[src/rtl/rv32i_types_pkg.sv]
// Shared RV32I decode types plus the RISC-MGMT arbiter state and bubble-counter width.
package rv32i_types_pkg;

    typedef logic [31:0] word_t;

    localparam int RMGMT_BUBBLE_CNT_W = 8;

    typedef enum logic {
        IDLE = 1'b0,
        OWN  = 1'b1
    } arb_state_t;

    // True when more than one bit of the (zero-extended) claim vector is set.
    function automatic logic more_than_one(input logic [7:0] v);
        return ((v & (v - 8'd1)) != 8'd0);
    endfunction

endpackage

[src/rtl/risc_mgmt_prio_enc.sv]
// N-wide priority encoder; search starts at index ptr and wraps, lowest offset wins.
module risc_mgmt_prio_enc
    import rv32i_types_pkg::*;
#(
    parameter int N     = 4,
    parameter int IDX_W = 2
) (
    input  logic [N-1:0]     req,
    input  logic [IDX_W-1:0] ptr,
    output logic             valid,
    output logic [IDX_W-1:0] idx
);
    localparam int SW = IDX_W + 1;

    logic [SW-1:0] w_cand;

    // Walk the requests starting from ptr, wrapping modulo N, and keep the first hit.
    always_comb begin
        valid  = 1'b0;
        idx    = {IDX_W{1'b0}};
        w_cand = {SW{1'b0}};
        for (int i = 0; i < N; i++) begin
            w_cand = {1'b0, ptr} + SW'(i);
            if (w_cand >= SW'(N)) begin
                w_cand = w_cand - SW'(N);
            end else begin
                w_cand = w_cand;
            end
            if (!valid && req[w_cand[IDX_W-1:0]]) begin
                valid = 1'b1;
                idx   = w_cand[IDX_W-1:0];
            end else begin
                idx   = idx;
            end
        end
    end

endmodule

[src/rtl/risc_mgmt_decode_arb.sv]
// Decode-stage arbiter granting the instruction to one RISC-MGMT extension and policing bubbles.
// Build option: define RISC_MGMT_RR_ARB_EN for round-robin arbitration (fixed priority otherwise).
module risc_mgmt_decode_arb
    import rv32i_types_pkg::*;
#(
    parameter int N_EXT          = 4,
    parameter int BUBBLE_TIMEOUT = 16
) (
    input  logic                       CLK,
    input  logic                       RST,
    input  word_t                      insn,
    input  logic                       insn_valid,
    input  logic                       flush,
    input  logic                       pipe_stall,
    output word_t                      ext_insn,
    input  logic [N_EXT-1:0]           ext_claim,
    input  logic [N_EXT-1:0]           ext_bubble_req,
    input  logic [N_EXT-1:0][4:0]      ext_rsel_s_0,
    input  logic [N_EXT-1:0][4:0]      ext_rsel_s_1,
    input  logic [N_EXT-1:0][4:0]      ext_rsel_d,
    output logic                       claimed,
    output logic [$clog2(N_EXT)-1:0]   owner_id,
    output logic [4:0]                 rsel_s_0,
    output logic [4:0]                 rsel_s_1,
    output logic [4:0]                 rsel_d,
    output logic                       decode_bubble,
    output logic                       multi_claim,
    output logic                       timeout_err
);
    localparam int IDX_W = $clog2(N_EXT);
    localparam int CW    = RMGMT_BUBBLE_CNT_W;
    localparam logic [CW-1:0] TIMEOUT_C = CW'(BUBBLE_TIMEOUT);
    localparam logic [CW-1:0] CNT_MAX_C = {CW{1'b1}};

    arb_state_t       r_state;
    arb_state_t       w_state_nxt;
    logic [IDX_W-1:0] r_owner;
    logic [IDX_W-1:0] w_owner_nxt;
    logic [IDX_W-1:0] w_ptr;
    logic [IDX_W-1:0] w_enc_idx;
    logic [IDX_W-1:0] w_sel_idx;
    logic [CW-1:0]    r_cnt;
    logic [CW-1:0]    w_cnt_nxt;
    logic             w_enc_valid;
    logic             w_grant;
    logic             w_route;
    logic             w_kill;
    logic             w_breq;

    assign ext_insn = insn;
    // Reset behaves like flush for the pulse outputs so an abandoned claim never reports a timeout.
    assign w_kill   = flush | RST;
    assign w_breq   = ext_bubble_req[r_owner];

    risc_mgmt_prio_enc #(
        .N     (N_EXT),
        .IDX_W (IDX_W)
    ) u_prio_enc (
        .req   (ext_claim),
        .ptr   (w_ptr),
        .valid (w_enc_valid),
        .idx   (w_enc_idx)
    );

`ifdef RISC_MGMT_RR_ARB_EN
    logic [IDX_W-1:0] r_rr_ptr;

    // Round-robin pointer: the slot after the most recent winner gets top priority.
    always_ff @(posedge CLK) begin
        if (RST) begin
            r_rr_ptr <= {IDX_W{1'b0}};
        end else if (w_grant) begin
            r_rr_ptr <= (w_enc_idx == IDX_W'(N_EXT - 1)) ? {IDX_W{1'b0}} : (w_enc_idx + IDX_W'(1));
        end else begin
            r_rr_ptr <= r_rr_ptr;
        end
    end

    assign w_ptr = r_rr_ptr;
`else
    assign w_ptr = {IDX_W{1'b0}};
`endif

    // Next-state, counter and output decode for the IDLE/OWN arbiter.
    always_comb begin
        w_state_nxt   = r_state;
        w_owner_nxt   = r_owner;
        w_cnt_nxt     = r_cnt;
        w_grant       = 1'b0;
        w_route       = 1'b0;
        w_sel_idx     = r_owner;
        claimed       = 1'b0;
        owner_id      = r_owner;
        decode_bubble = 1'b0;
        multi_claim   = 1'b0;
        timeout_err   = 1'b0;
        rsel_s_0      = 5'd0;
        rsel_s_1      = 5'd0;
        rsel_d        = 5'd0;
        case (r_state)
            IDLE: begin
                w_cnt_nxt = {CW{1'b0}};
                if (insn_valid && w_enc_valid && !pipe_stall && !w_kill) begin
                    w_grant     = 1'b1;
                    w_route     = 1'b1;
                    w_sel_idx   = w_enc_idx;
                    claimed     = 1'b1;
                    owner_id    = w_enc_idx;
                    multi_claim = more_than_one(8'(ext_claim));
                    w_owner_nxt = w_enc_idx;
                    w_state_nxt = OWN;
                end else begin
                    w_state_nxt = IDLE;
                end
            end
            OWN: begin
                w_route = 1'b1;
                claimed = 1'b1;
                if (w_kill) begin
                    decode_bubble = w_breq;
                    w_state_nxt   = IDLE;
                    w_cnt_nxt     = {CW{1'b0}};
                end else if (pipe_stall) begin
                    decode_bubble = w_breq;
                end else if (w_breq && (r_cnt >= TIMEOUT_C)) begin
                    timeout_err = 1'b1;
                    w_state_nxt = IDLE;
                    w_cnt_nxt   = {CW{1'b0}};
                end else if (w_breq) begin
                    decode_bubble = 1'b1;
                    w_cnt_nxt     = (r_cnt == CNT_MAX_C) ? r_cnt : (r_cnt + CW'(1));
                end else begin
                    w_state_nxt = IDLE;
                    w_cnt_nxt   = {CW{1'b0}};
                end
            end
            default: begin
                w_state_nxt = IDLE;
                w_cnt_nxt   = {CW{1'b0}};
            end
        endcase
        if (w_route) begin
            rsel_s_0 = ext_rsel_s_0[w_sel_idx];
            rsel_s_1 = ext_rsel_s_1[w_sel_idx];
            rsel_d   = ext_rsel_d[w_sel_idx];
        end else begin
            rsel_s_0 = 5'd0;
            rsel_s_1 = 5'd0;
            rsel_d   = 5'd0;
        end
    end

    // State, owner and bubble-counter registers.
    always_ff @(posedge CLK) begin
        if (RST) begin
            r_state <= IDLE;
            r_owner <= {IDX_W{1'b0}};
            r_cnt   <= {CW{1'b0}};
        end else begin
            r_state <= w_state_nxt;
            r_owner <= w_owner_nxt;
            r_cnt   <= w_cnt_nxt;
        end
    end

endmodule

[config.mk]
export PLATFORM = sky130hd
export DESIGN_NAME = risc_mgmt_decode_arb
export DESIGN_NICKNAME = d
export VERILOG_FILES = /design/src/rtl/rv32i_types_pkg.sv /design/src/rtl/risc_mgmt_prio_enc.sv /design/src/rtl/risc_mgmt_decode_arb.sv
export SDC_FILE = /design/constraint.sdc
export NUM_CORES = 1
export LEC_CHECK = 0
export BUFFER_PORTS_ARGS = -buffer_cell sky130_fd_sc_hd__buf_2
export CAP_MARGIN = 20
export CORE_MARGIN = 2
export CORE_UTILIZATION = 44
export CTS_CLUSTER_DIAMETER = 200
export DETAILED_ROUTE_END_ITERATION = 10
export HOLD_SLACK_MARGIN = 0.12
export MAX_ROUTING_LAYER = met4
export PLACE_DENSITY_LB_ADDON = 0.25
export SLEW_MARGIN = 20
export SYNTH_ARGS = -nofsm -noshare
export SYNTH_HDL_FRONTEND = slang
export SYNTH_SLANG_ARGS = --single-unit
[constraint.sdc]
create_clock -name CLK -period 5.6 [get_ports CLK]
set_input_delay 1.4 -clock CLK [delete_from_list [all_inputs] [get_ports CLK]]
set_output_delay 1.4 -clock CLK [all_outputs]
set_load 0.005 [all_outputs]
======== After elaboration in Yosys (flattened, before gate mapping) ========
Cells that the tools add are included.
word-level totals
  bits in registers ....................... 11
  input bits .............................. 105
  output and inout port bits .............. 53
  word-level logic and storage cells ...... 70
operators by class
  $add $sub $neg .......................... 2
  order comparisons ....................... 3
  equality and inequality tests ........... 3
  multiplexer cells ....................... 42
  bitwise gates (word level) .............. 3
  reductions and logical operators ........ 14
operators with widths
  operator                                                                      count
  8-bit two-way mux                                                             5
  5-bit binary-select mux with 2-bit select                                     3
  5-bit two-way mux                                                             6
  1-bit two-way mux                                                             20
  8-bit case mux with 2 select lines                                            1
  8-bit by 1-bit adder with 8-bit output, second input constant                 1
  4-bit by 8-bit bitwise AND with 8-bit output                                  1
  8-bit equality test, second input constant                                    1
  8-bit by 5-bit >= comparator with 1-bit output, second input constant         1
  2-bit two-way mux                                                             4
  8-bit nonzero test                                                            1
  1-bit logical AND                                                             7
  2-bit by 3-bit less-than comparator with 1-bit output, second input constant  2
  1-bit zero test                                                               5
  5-bit inequality test, second input constant                                  1
  4-bit by 1-bit subtractor with 5-bit output, second input constant            1
  1-bit case mux with 2 select lines                                            2
  3-bit by 2-bit inequality test with 1-bit output, second input constant       1
  1-bit binary-select mux with 2-bit select                                     1
  2-bit AND reduction                                                           1
  1-bit inverter                                                                1
  1-bit bitwise OR                                                              1

======== Logic depth before layout (Yosys ltp) ========
Gate-level depths: netlist of run 1.
  word-level depth ........................ 18
  mapped depth ............................ 7
  mapped depth without buffers ............ 5

======== Hierarchy ========
A second synthesis of run 1 with hierarchy kept.
second synthesis, totals
  cells, all modules ...................... 221
  area, all modules ....................... 1700.4 um2
modules (own cells, without submodules)
  module                times used  cells an instance  area each (um2)  seq. area each (um2)
  risc_mgmt_decode_arb  1           206                1622.8           220.2
  risc_mgmt_prio_enc    1           15                 77.6             0.0

======== Least setup slack after synthesis of run 1 ========
No wires, ideal clock.
  kind .................................... input-to-output
  from .................................... input port RST
  to ...................................... output port rsel_s_0[0]
  arrival time ............................ 2.882 ns
  setup slack ............................. 1.318 ns
  stages on the path ...................... 6
  buffers on the path ..................... 2
  path through ............................ or4b_4 -> o32a_1 -> o22ai_2 -> buf_6 -> buf_12 -> mux2i_1
on the way
  cells in the longest elaborated chain, start to end .. 8
ends and longest elaborated chain
  item                                       RTL line                     RTL
  start: declaration                         risc_mgmt_decode_arb.sv:10   input logic RST,
  1-bit bitwise OR *                         risc_mgmt_decode_arb.sv:52   assign w_kill = flush | RST;
  1-bit zero test *                          risc_mgmt_decode_arb.sv:103  if (insn_valid && w_enc_valid && !pipe_stall && !w_kill) begin
  1-bit logical AND *                        risc_mgmt_decode_arb.sv:103
  2-bit two-way mux                          risc_mgmt_decode_arb.sv:103
  2-bit two-way mux                          --
  5-bit binary-select mux with 2-bit select  risc_mgmt_decode_arb.sv:143  rsel_s_0 = ext_rsel_s_0[w_sel_idx];
  5-bit two-way mux (not written as such)    risc_mgmt_decode_arb.sv:143
  5-bit two-way mux *                        risc_mgmt_decode_arb.sv:142  if (w_route) begin
  end: declaration                           risc_mgmt_decode_arb.sv:23   output logic [4:0] rsel_s_0,
Mark *: on every way between the ends. The rest lies on a longest branch, timed or not. The select of a mux whose other input is x is not followed.

======== Worst setup path in the final report of run 1 ========
  from .................................... input port RST
  to ...................................... output port rsel_s_0[2]
The elaborated chain is that of the path after synthesis.

==> flow_summary.json, run 1 <==
{
  "synth_nets": 358,
  "wl_per_cell_um": 15.6,
  "fin_crit_ns": 4.90,
  "placementRows": 24,
  "crit_type": "input pin to output pin",
  "hold_violations": 0,
  "hold_start": "r_cnt[5]",
  "nets": 405,
  "syn_inst": 251,
  "avgSynthCellArea_um2": 8.24,
  "critPathBufInv": 3,
  "grt_start_max_net_pins": 58,
  "cp-start-kind": "input pin",
  "dp_hpwl_mm": 3.90,
  "post-route-cell-area_mm2": 0.00233,
  "whs_ns": 0.536,
  "die_w_um": 72.6,
  "start_util_pct": 46.6,
  "h-tree-depth": 1,
  "grt_pass1_wl_mm": 8.73,
  "p_per_area_mw_per_mm2": 108,
  "crit_path_end_kind": "output pin",
  "ctsResizeCount": 0,
  "grt_usage_pct": 20.7,
  "first_pass_iters": 4,
  "syn-cell-area_mm2": 0.00207,
  "worst_slack_ns": 0.697,
  "r2r_start": "r_owner[1]",
  "wl_mm": 5.43,
  "grt.overflow.total": 0,
  "crit_arrival_ns": 3.50,
  "status": "finished, final reports clean",
  "num_antenna_cells": 0,
  "route.detailed.drc": 0,
  "met2_length_mm": 2.54,
  "yosysUniqueCellTypes": 39,
  "clock_latency_ns": 0.24,
  "cap_violations": 0,
  "tns_ns": 0,
  "period_share_pct": 87.6,
  "top_layer": "met4",
  "antenna_found_initial": 0,
  "clk_path_buf_depth": 2,
  "critical_path.max_stage_delay_ns": 0.76,
  "crit_path_frequent_cell": "buf_2",
  "ys_ff_latch": 11,
  "cp_data_required_time_ns": 4.20,
  "max_freq_ghz": 0.204,
  "skew_ns": 0.00359,
  "cts_made_buffers": 3,
  "max-slew-margin-rel_pct": 41.8,
  "synth_area_leaders": "mux2i_1, nor4b_1, buf_4",
  "yosysSeqAreaShare_pct": 10.6,
  "cpMaxStageDelayCell": "or4b_4",
  "wl_met1_mm": 2.38,
  "utilization_pct": 52.5,
  "path_delay_family": "simple AND/OR/NAND/NOR gates",
  "fillers": 452,
  "die-area_mm2": 0.00527,
  "slew_violations": 0,
  "leakagePower_nw": 0.991,
  "tightest_slew_ns": 0.873,
  "synthArstFlopShare_pct": 0,
  "drive_gt1_share_pct": 41.4,
  "cts_tree": "built",
  "finalNonFillerCells": 349,
  "dpl_cell_area_mm2": 0.00229,
  "dpl.cell_count": 345,
  "num_io_pins": 158,
  "rsz0062_at_grt": "no",
  "synth_top_cell_by_area": "mux2i_1",
  "ant_nets": 0,
  "finalPower_uw": 252,
  "startpoint": "RST",
  "die_height_um": 72.6,
  "core_area_mm2": 0.00444,
  "crit_fanout": 39,
  "ctsHoldBuffers": 0,
  "pre_cts_ws_ns": 0.717,
  "routabilityCongestion": 0.836,
  "crit_chain": "buf_2 > or4b_4 > o32a_1 > o22ai_2 > buf_4 > mux2i_1 > buf_2",
  "hp-class": "flop to flop",
  "synth_top_area_share_pct": 15.5,
  "finalSetupViolCount": 0,
  "routed-wl-met3_um": 419,
  "first_iter_violations": 147,
  "io_buffers": 93,
  "vdd_drop_max_mv": 0.0549,
  "grt_pass1_vias": 1869,
  "path_clk_slew_ns": 0.05,
  "synth_flop_cell": "dfxtp_1",
  "avgViaCountPerCell": 5.96,
  "cts_root_buf": "clkbuf_8",
  "synth-edff-count": 0,
  "yosys_warnings": 0,
  "post_cts_buffers": 0,
  "area.growth.synth_to_final_pct": 12.8,
  "cts.sinks": 11,
  "vias": 2080
}
-- cell type report --
cell class	instances	area, um2	area share [%]
clock buffer	3	41.3	1.77
clock inverter	1	5.00	0.214
inverter	4	15.0	0.643
multi-input combinational	180	1480	63.5
sequential	11	223	9.54
tap	52	65.1	2.79
timing repair buffer	98	503	21.6
-- Yosys cell counts (2+ instances only) --
library cell  instances
nand3_1               4
buf_2                 8
xnor2_1               2
nor2_1               17
nor4b_1              30
buf_4                32
clkbuf_1             14
a221oi_1             13
dfxtp_1              11
o32a_1                2
mux2i_1              32
inv_1                 4
a211oi_1             18
nor2b_1              18
mux2_2               13
and4_1                2
nor3_1                2
ha_1                  2
a31oi_1               4
nor4_1                3
and3_1                2
-- worst paths after layout --
kind / cells past startpoint / slack, ns / end
hold / removal: 2 / 0.54 / r_cnt[5]
setup reg to reg: 4 / 3.54 / r_cnt[1]
setup / recovery: 7 / 0.70 / rsel_s_0[2]
hold reg to reg: 2 / 0.54 / r_cnt[5]
-- flip-flops by register name (all words and copies together) (netlist names) --
register,count
r_cnt,8
r_owner,2
r_state,1
-- kinds of logic after synthesis --
family                   count (synthesis)  share of synthesized area (%)
AND/OR/NAND/NOR                         86                           28.6
multiplexers                            46                           23.6
AO/OA/AOI/OAI                           44                           16.7
flip-flops                              11                           10.6
XOR/XNOR                                 2                          0.847
buffers and inverters                   60                           18.3
adder cells (fa/ha/maj)                  2                           1.21
-- cells in the final DEF (no fill, tap or decap), drive strengths merged --
| cell | n |
|---|---|
| nor2 | 17 |
| o31ai | 1 |
| nor3 | 3 |
| a211oi | 18 |
| nor2b | 18 |
| o21a | 1 |
| xnor2 | 2 |
| nor4b | 31 |
| mux2i | 32 |
| or4b | 1 |
| mux2 | 13 |
| o32a | 2 |
| o22ai | 1 |
| ha | 2 |
| o21ai | 1 |
| a21oi | 1 |
| nand4bb | 1 |
| nor4 | 3 |
| a21o | 1 |
| a221oi | 13 |
| nand2 | 1 |
| buf | 98 |
| mux4 | 1 |
| clkinv | 1 |
| and2 | 1 |
| a31oi | 4 |
| inv | 4 |
| nand4 | 1 |
| o21bai | 1 |
| clkbuf | 3 |
| nor3b | 1 |
| and3 | 2 |
| nand3 | 4 |
| dfxtp | 11 |
| and4 | 2 |
-- worst min-delay path, cell delays in order, from the launching register on --
cell,delay [ns]
dfxtp_1,0.37
a31oi_1,0.05
nor2_1,0.07
-- report_power, final --
| part | internal [mW] | switching [mW] | leakage, nW | total [mW] |
|---|---|---|---|---|
| Clock | 0.0489 | 0.0305 | 0.0255 | 0.0795 |
| Combinational | 0.0486 | 0.0407 | 0.876 | 0.0893 |
| Sequential | 0.0791 | 0.00437 | 0.0897 | 0.0835 |
| Total | 0.177 | 0.0756 | 0.991 | 0.252 |
-- per-layer routing --
metal  vias up  global-route usage, %
li1       1024                      -
met1       963                   27.2
met2        81                   33.0
met3        12                   2.90
met4         0                   5.97
met5         -                      -
(Power assumes the default switching activity.)
==> run 2: changes to the inputs <==
CORE_UTILIZATION = 41   (was 44)
clock period = 4.63 ns   (was 5.6 ns; I/O delays follow)
==> run 2 against run 1 <==
Effect of this change: core utilization down 3.2 points; wire length increased by 3.1%; sequential power rose by 22%; die area rose by 6.9%; register-to-register slack got worse by 0.98 ns; largest power group unchanged; hold slack got worse by 0.0054 ns; non-clock buffer count grew 1; clock skew is 0.0017 ns lower; final cell count grew 4.6%; total power rose by 21%; sequential share of layout area decreased by 0.10 points; critical endpoint unchanged.
==> flow_summary.json, run 2 (synthesized netlist as in run 1, its figures left out) <==
{
  "cap_violations": 0,
  "vias": 2116,
  "tns_ns": 0,
  "wl_mm": 5.60,
  "fin_crit_ns": 4.20,
  "status": "finished, final reports clean",
  "skew_ns": 0.00192,
  "die-area_mm2": 0.00563,
  "reg2reg_setup_slack_ns": 2.56,
  "crit_fanout": 12,
  "largest_reg_flops": 8,
  "grt_busiest_layer": "met2",
  "first_pass_iters": 4,
  "p_comb_share_pct": 35.0,
  "r2r_start": "r_owner[1]",
  "power_switching_uw": 90.8,
  "core_area_mm2": 0.00479,
  "path_clk_slew_ns": 0.05,
  "io_buffers": 93,
  "finalSetupViolCount": 0,
  "die_height_um": 75.0,
  "wl_per_cell_um": 15.3,
  "start_util_pct": 43.2,
  "power_frac_seq_pct": 33.5,
  "power.internal_uw": 215,
  "finalPower_uw": 306,
  "cp-start-kind": "input pin",
  "slew_violations": 0,
  "top_register": "r_cnt",
  "rsz0062_at_grt": "no",
  "hp-class": "flop to flop",
  "nets": 406,
  "ant_nets": 0,
  "utilization_pct": 49.3,
  "routabilityCongestion": 0.831,
  "ctsHoldBuffers": 0,
  "max_freq_ghz": 0.238,
  "placementRows": 25,
  "area.growth.synth_to_final_pct": 14.0,
  "startpoint": "RST",
  "avgViaCountPerCell": 5.80,
  "switching_share_pct": 29.7,
  "leakagePower_nw": 0.992,
  "cts_tree": "built",
  "num_io_pins": 158,
  "grt_pass1_wl_mm": 8.42,
  "h-tree-depth": 1,
  "layout_common_cells": "buf_2, mux2i_1, nor4b_1",
  "hold_start": "r_cnt[1]",
  "cts_root_buf": "clkbuf_8",
  "grt.met1_usage_pct": 25.4,
  "grt_start_max_net_pins": 39,
  "clock_latency_ns": 0.24,
  "reg2reg_depth": 4,
  "tightest_slew_ns": 0.896,
  "drive_gt1_share_pct": 41.3,
  "clk_path_buf_depth": 2,
  "crit_arrival_ns": 3.04,
  "crit_path_end_kind": "output pin",
  "first_iter_violations": 96,
  "antenna_found_initial": 0,
  "grt_use_met2_pct": 31.2,
  "grt.overflow.total": 0,
  "dp_hpwl_mm": 4.10,
  "hold_depth": 2,
  "p_per_area_mw_per_mm2": 130,
  "cts.sinks": 11,
  "cts_made_buffers": 3,
  "grt_pass1_vias": 1853,
  "vdd_drop_max_mv": 0.0817,
  "max-slew-margin-rel_pct": 40.2,
  "crit_type": "input pin to output pin",
  "final_common_cell": "buf_2",
  "use_met3_pct": 2.54,
  "route.detailed.drc": 0,
  "num_antenna_cells": 0,
  "grt_usage_pct": 19.4,
  "p_clk_share_pct": 31.5,
  "post_cts_buffers": 0,
  "ctsResizeCount": 0,
  "hold_violations": 0,
  "reg_top3": "r_cnt x8, r_owner x2, r_state x1",
  "cp_data_required_time_ns": 3.47,
  "period_share_pct": 90.7,
  "die_w_um": 75.0
}
## run 2: cell types whose count changed in the layout (fill, tap and decap cells not counted)
| cell | before | now |
|---|---|---|
| buf_4 | 5 | 6 |
| clkbuf_1 | 0 | 1 |
| clkinv_2 | 1 | 0 |
## run 2: stage by stage
step | cell area (um2) | hold WS [ns] | worst slack (ns) | std cells
2_1_floorplan | 2070 | 0.475 | 0.833 | 251
3_3_place_gp | 2310 | 0.508 | 0.453 | 361
3_5_place_dp | 2310 | 0.514 | 0.406 | 361
4_1_cts | 2360 | 0.531 | 0.396 | 365
5_1_grt | 2360 | 0.561 | 0.298 | 365
6_report | 2360 | 0.531 | 0.432 | 365
## run 2: per-layer routing
layer  part of all wire [%]  up-vias
met2                     48       81
met1                     44      993
met4                    1.3        0
met3                    6.9       11
li1                       -     1031
met5                      0        -
## run 2: worst paths after layout
| kind | end |
|---|---|
| setup / recovery | rsel_s_0[2] |
| hold / removal | r_cnt[1] |
| setup reg to reg | r_state |
| hold reg to reg | r_cnt[1] |
## run 2: cell type report
cell class / count / area [um2]
multi-input cells: 180 / 1480
well taps: 67 / 83.8
fillers: 501 / 2430
clock buffers: 4 / 45.0
flip-flops and latches: 11 / 223
inverters: 4 / 15.0
repair buffers: 99 / 510
## run 2: critical path, cell delays in order
cell and delay, ns:
buf_2 0.12, or4b_4 0.64, o32a_1 0.33, o22ai_2 0.17, buf_4 0.26, mux2i_1 0.22
buf_2 0.13
## run 2: power by group through the flow
stage	logic, mW	clock network [mW]	registers (mW)
after global routing	0.118	0.105	0.103
after global placement	0.106	0	0.104
after detailed placement	0.107	0	0.104
final	0.107	0.0965	0.102
after floorplan	0.0829	0	0.0978
after CTS	0.107	0.0979	0.103
==> run 3: changes to the inputs <==
CORE_UTILIZATION = 37   (was 41)
clock period = 3.8 ns   (was 4.63 ns; I/O delays follow)
==> run 3 against run 2 <==
Effect of this change: global-route usage down 1.2 points; via count down 0.76%; final area rose by 2.3%; register-to-register slack worse by 0.91 ns; non-clock buffer count rose by 3; core utilization fell by 4.9 points; largest cell class unchanged.
==> flow_summary.json, run 3 (synthesized netlist as in run 1, its figures left out) <==
{
  "final_common_cell": "buf_2",
  "first_pass_iters": 4,
  "clk_path_buf_depth": 2,
  "crit_arrival_ns": 2.73,
  "hp-class": "flop to flop",
  "cts.sinks": 11,
  "period_share_pct": 96.7,
  "cp_data_required_time_ns": 2.85,
  "nets": 409,
  "max_freq_ghz": 0.272,
  "top_register": "r_cnt",
  "num_antenna_cells": 0,
  "grt.overflow.total": 0,
  "dp_hpwl_mm": 4.23,
  "grt.met1_usage_pct": 24.1,
  "fillers": 575,
  "tns_ns": 0,
  "grt_start_max_net_pins": 55,
  "placementRows": 27,
  "ctsHoldBuffers": 0,
  "crit_path_end_kind": "output pin",
  "num_io_pins": 158,
  "io_buffers": 93,
  "routabilityCongestion": 0.866,
  "grt_busiest_layer": "met2",
  "finalPower_uw": 380,
  "leakagePower_nw": 1.01,
  "core_area_mm2": 0.00544,
  "grt_usage_pct": 18.2,
  "layout_common_cells": "buf_2, mux2i_1, nor4b_1",
  "skew_ns": 0.00412,
  "clock_latency_ns": 0.24,
  "grt_pass1_wl_mm": 9.11,
  "use_met3_pct": 1.25,
  "avgViaCountPerCell": 5.63,
  "max-slew-margin-rel_pct": 33.9,
  "whs_ns": 0.537,
  "tightest_slew_ns": 0.992,
  "cap_violations": 0,
  "ant_nets": 0,
  "antenna_found_initial": 0,
  "wl_per_cell_um": 15.3,
  "p_per_area_mw_per_mm2": 157,
  "drive_gt1_share_pct": 41.9,
  "die_w_um": 78.8,
  "post_cts_buffers": 0,
  "vias": 2100,
  "post-route-cell-area_mm2": 0.00241,
  "die_height_um": 78.8,
  "slew_violations": 0,
  "finalSetupViolCount": 0,
  "dpl.cell_count": 369,
  "path_clk_slew_ns": 0.05,
  "first_iter_violations": 89,
  "grt_use_met2_pct": 29.3,
  "finalNonFillerCells": 373,
  "crit_type": "input pin to output pin",
  "area.growth.synth_to_final_pct": 16.6,
  "wl_mm": 5.72,
  "h-tree-depth": 1,
  "cp-start-kind": "input pin",
  "start_util_pct": 38.0,
  "status": "finished, final reports clean",
  "crit_fanout": 9,
  "fin_crit_ns": 3.68,
  "cts_root_buf": "clkbuf_8",
  "reg_top3": "r_cnt x8, r_owner x2, r_state x1",
  "rsz0062_at_grt": "no",
  "ctsResizeCount": 0,
  "vdd_drop_max_mv": 0.0917,
  "route.detailed.drc": 0,
  "dpl_cell_area_mm2": 0.00237,
  "cts_tree": "built",
  "cts_made_buffers": 3,
  "grt_pass1_vias": 1956,
  "largest_reg_flops": 8,
  "hold_violations": 0,
  "die-area_mm2": 0.00621
}
-- run 3: cell types whose count changed in the layout (fill, tap and decap cells not counted), sizes merged --
cell | before | now
buf | 99 | 102
-- run 3: path summary, 6_finish.rpt --
kind	start	endpoint	slack, ns	depth (start not counted)
setup / recovery	RST	rsel_s_0[3]	0.12	7
hold / removal	r_cnt[7]	r_cnt[7]	0.54	2
setup reg to reg	r_owner[1]	r_state	1.65	5
hold reg to reg	r_cnt[7]	r_cnt[7]	0.54	2
-- run 3: where the power goes --
part / internal [mW] / total, mW / switching (mW) / leakage (nW)
clock network: 0.0740 / 0.121 / 0.0473 / 0.0228
registers: 0.117 / 0.126 / 0.00931 / 0.0897
logic: 0.0742 / 0.133 / 0.0586 / 0.901
-- run 3: critical path, cell delays in order --
cell and delay [ns]:
buf_2 0.13, or4b_4 0.59, o32a_1 0.32, o22ai_2 0.16, buf_4 0.23, mux2i_1 0.21
buf_2 0.13
-- run 3: routing by layer --
layer	wire length (um)	vias to the layer above
li1	-	1030
met3	267	15
met4	110	0
met2	2660	77
met5	0	-
met1	2680	978
-- run 3: cell type report --
| cell class | count | area, um2 | area share (%) |
|---|---|---|---|
| tap | 72 | 90.1 | 3.73 |
| timing repair buffer | 102 | 558 | 23.1 |
| sequential | 11 | 223 | 9.23 |
| inverter | 4 | 15.0 | 0.622 |
| clock buffer | 4 | 45.0 | 1.87 |
| multi-input combinational | 180 | 1480 | 61.4 |
-- run 3: through the flow --
| step | util [%] | worst slack, ns |
|---|---|---|
| 3_3_place_gp | 43.5 | 0.156 |
| 5_1_grt | 44.4 | 0.0256 |
| 6_report | 44.4 | 0.125 |
| 3_5_place_dp | 43.5 | 0.136 |
| 4_1_cts | 44.4 | 0.130 |
| 2_1_floorplan | - | 0.418 |
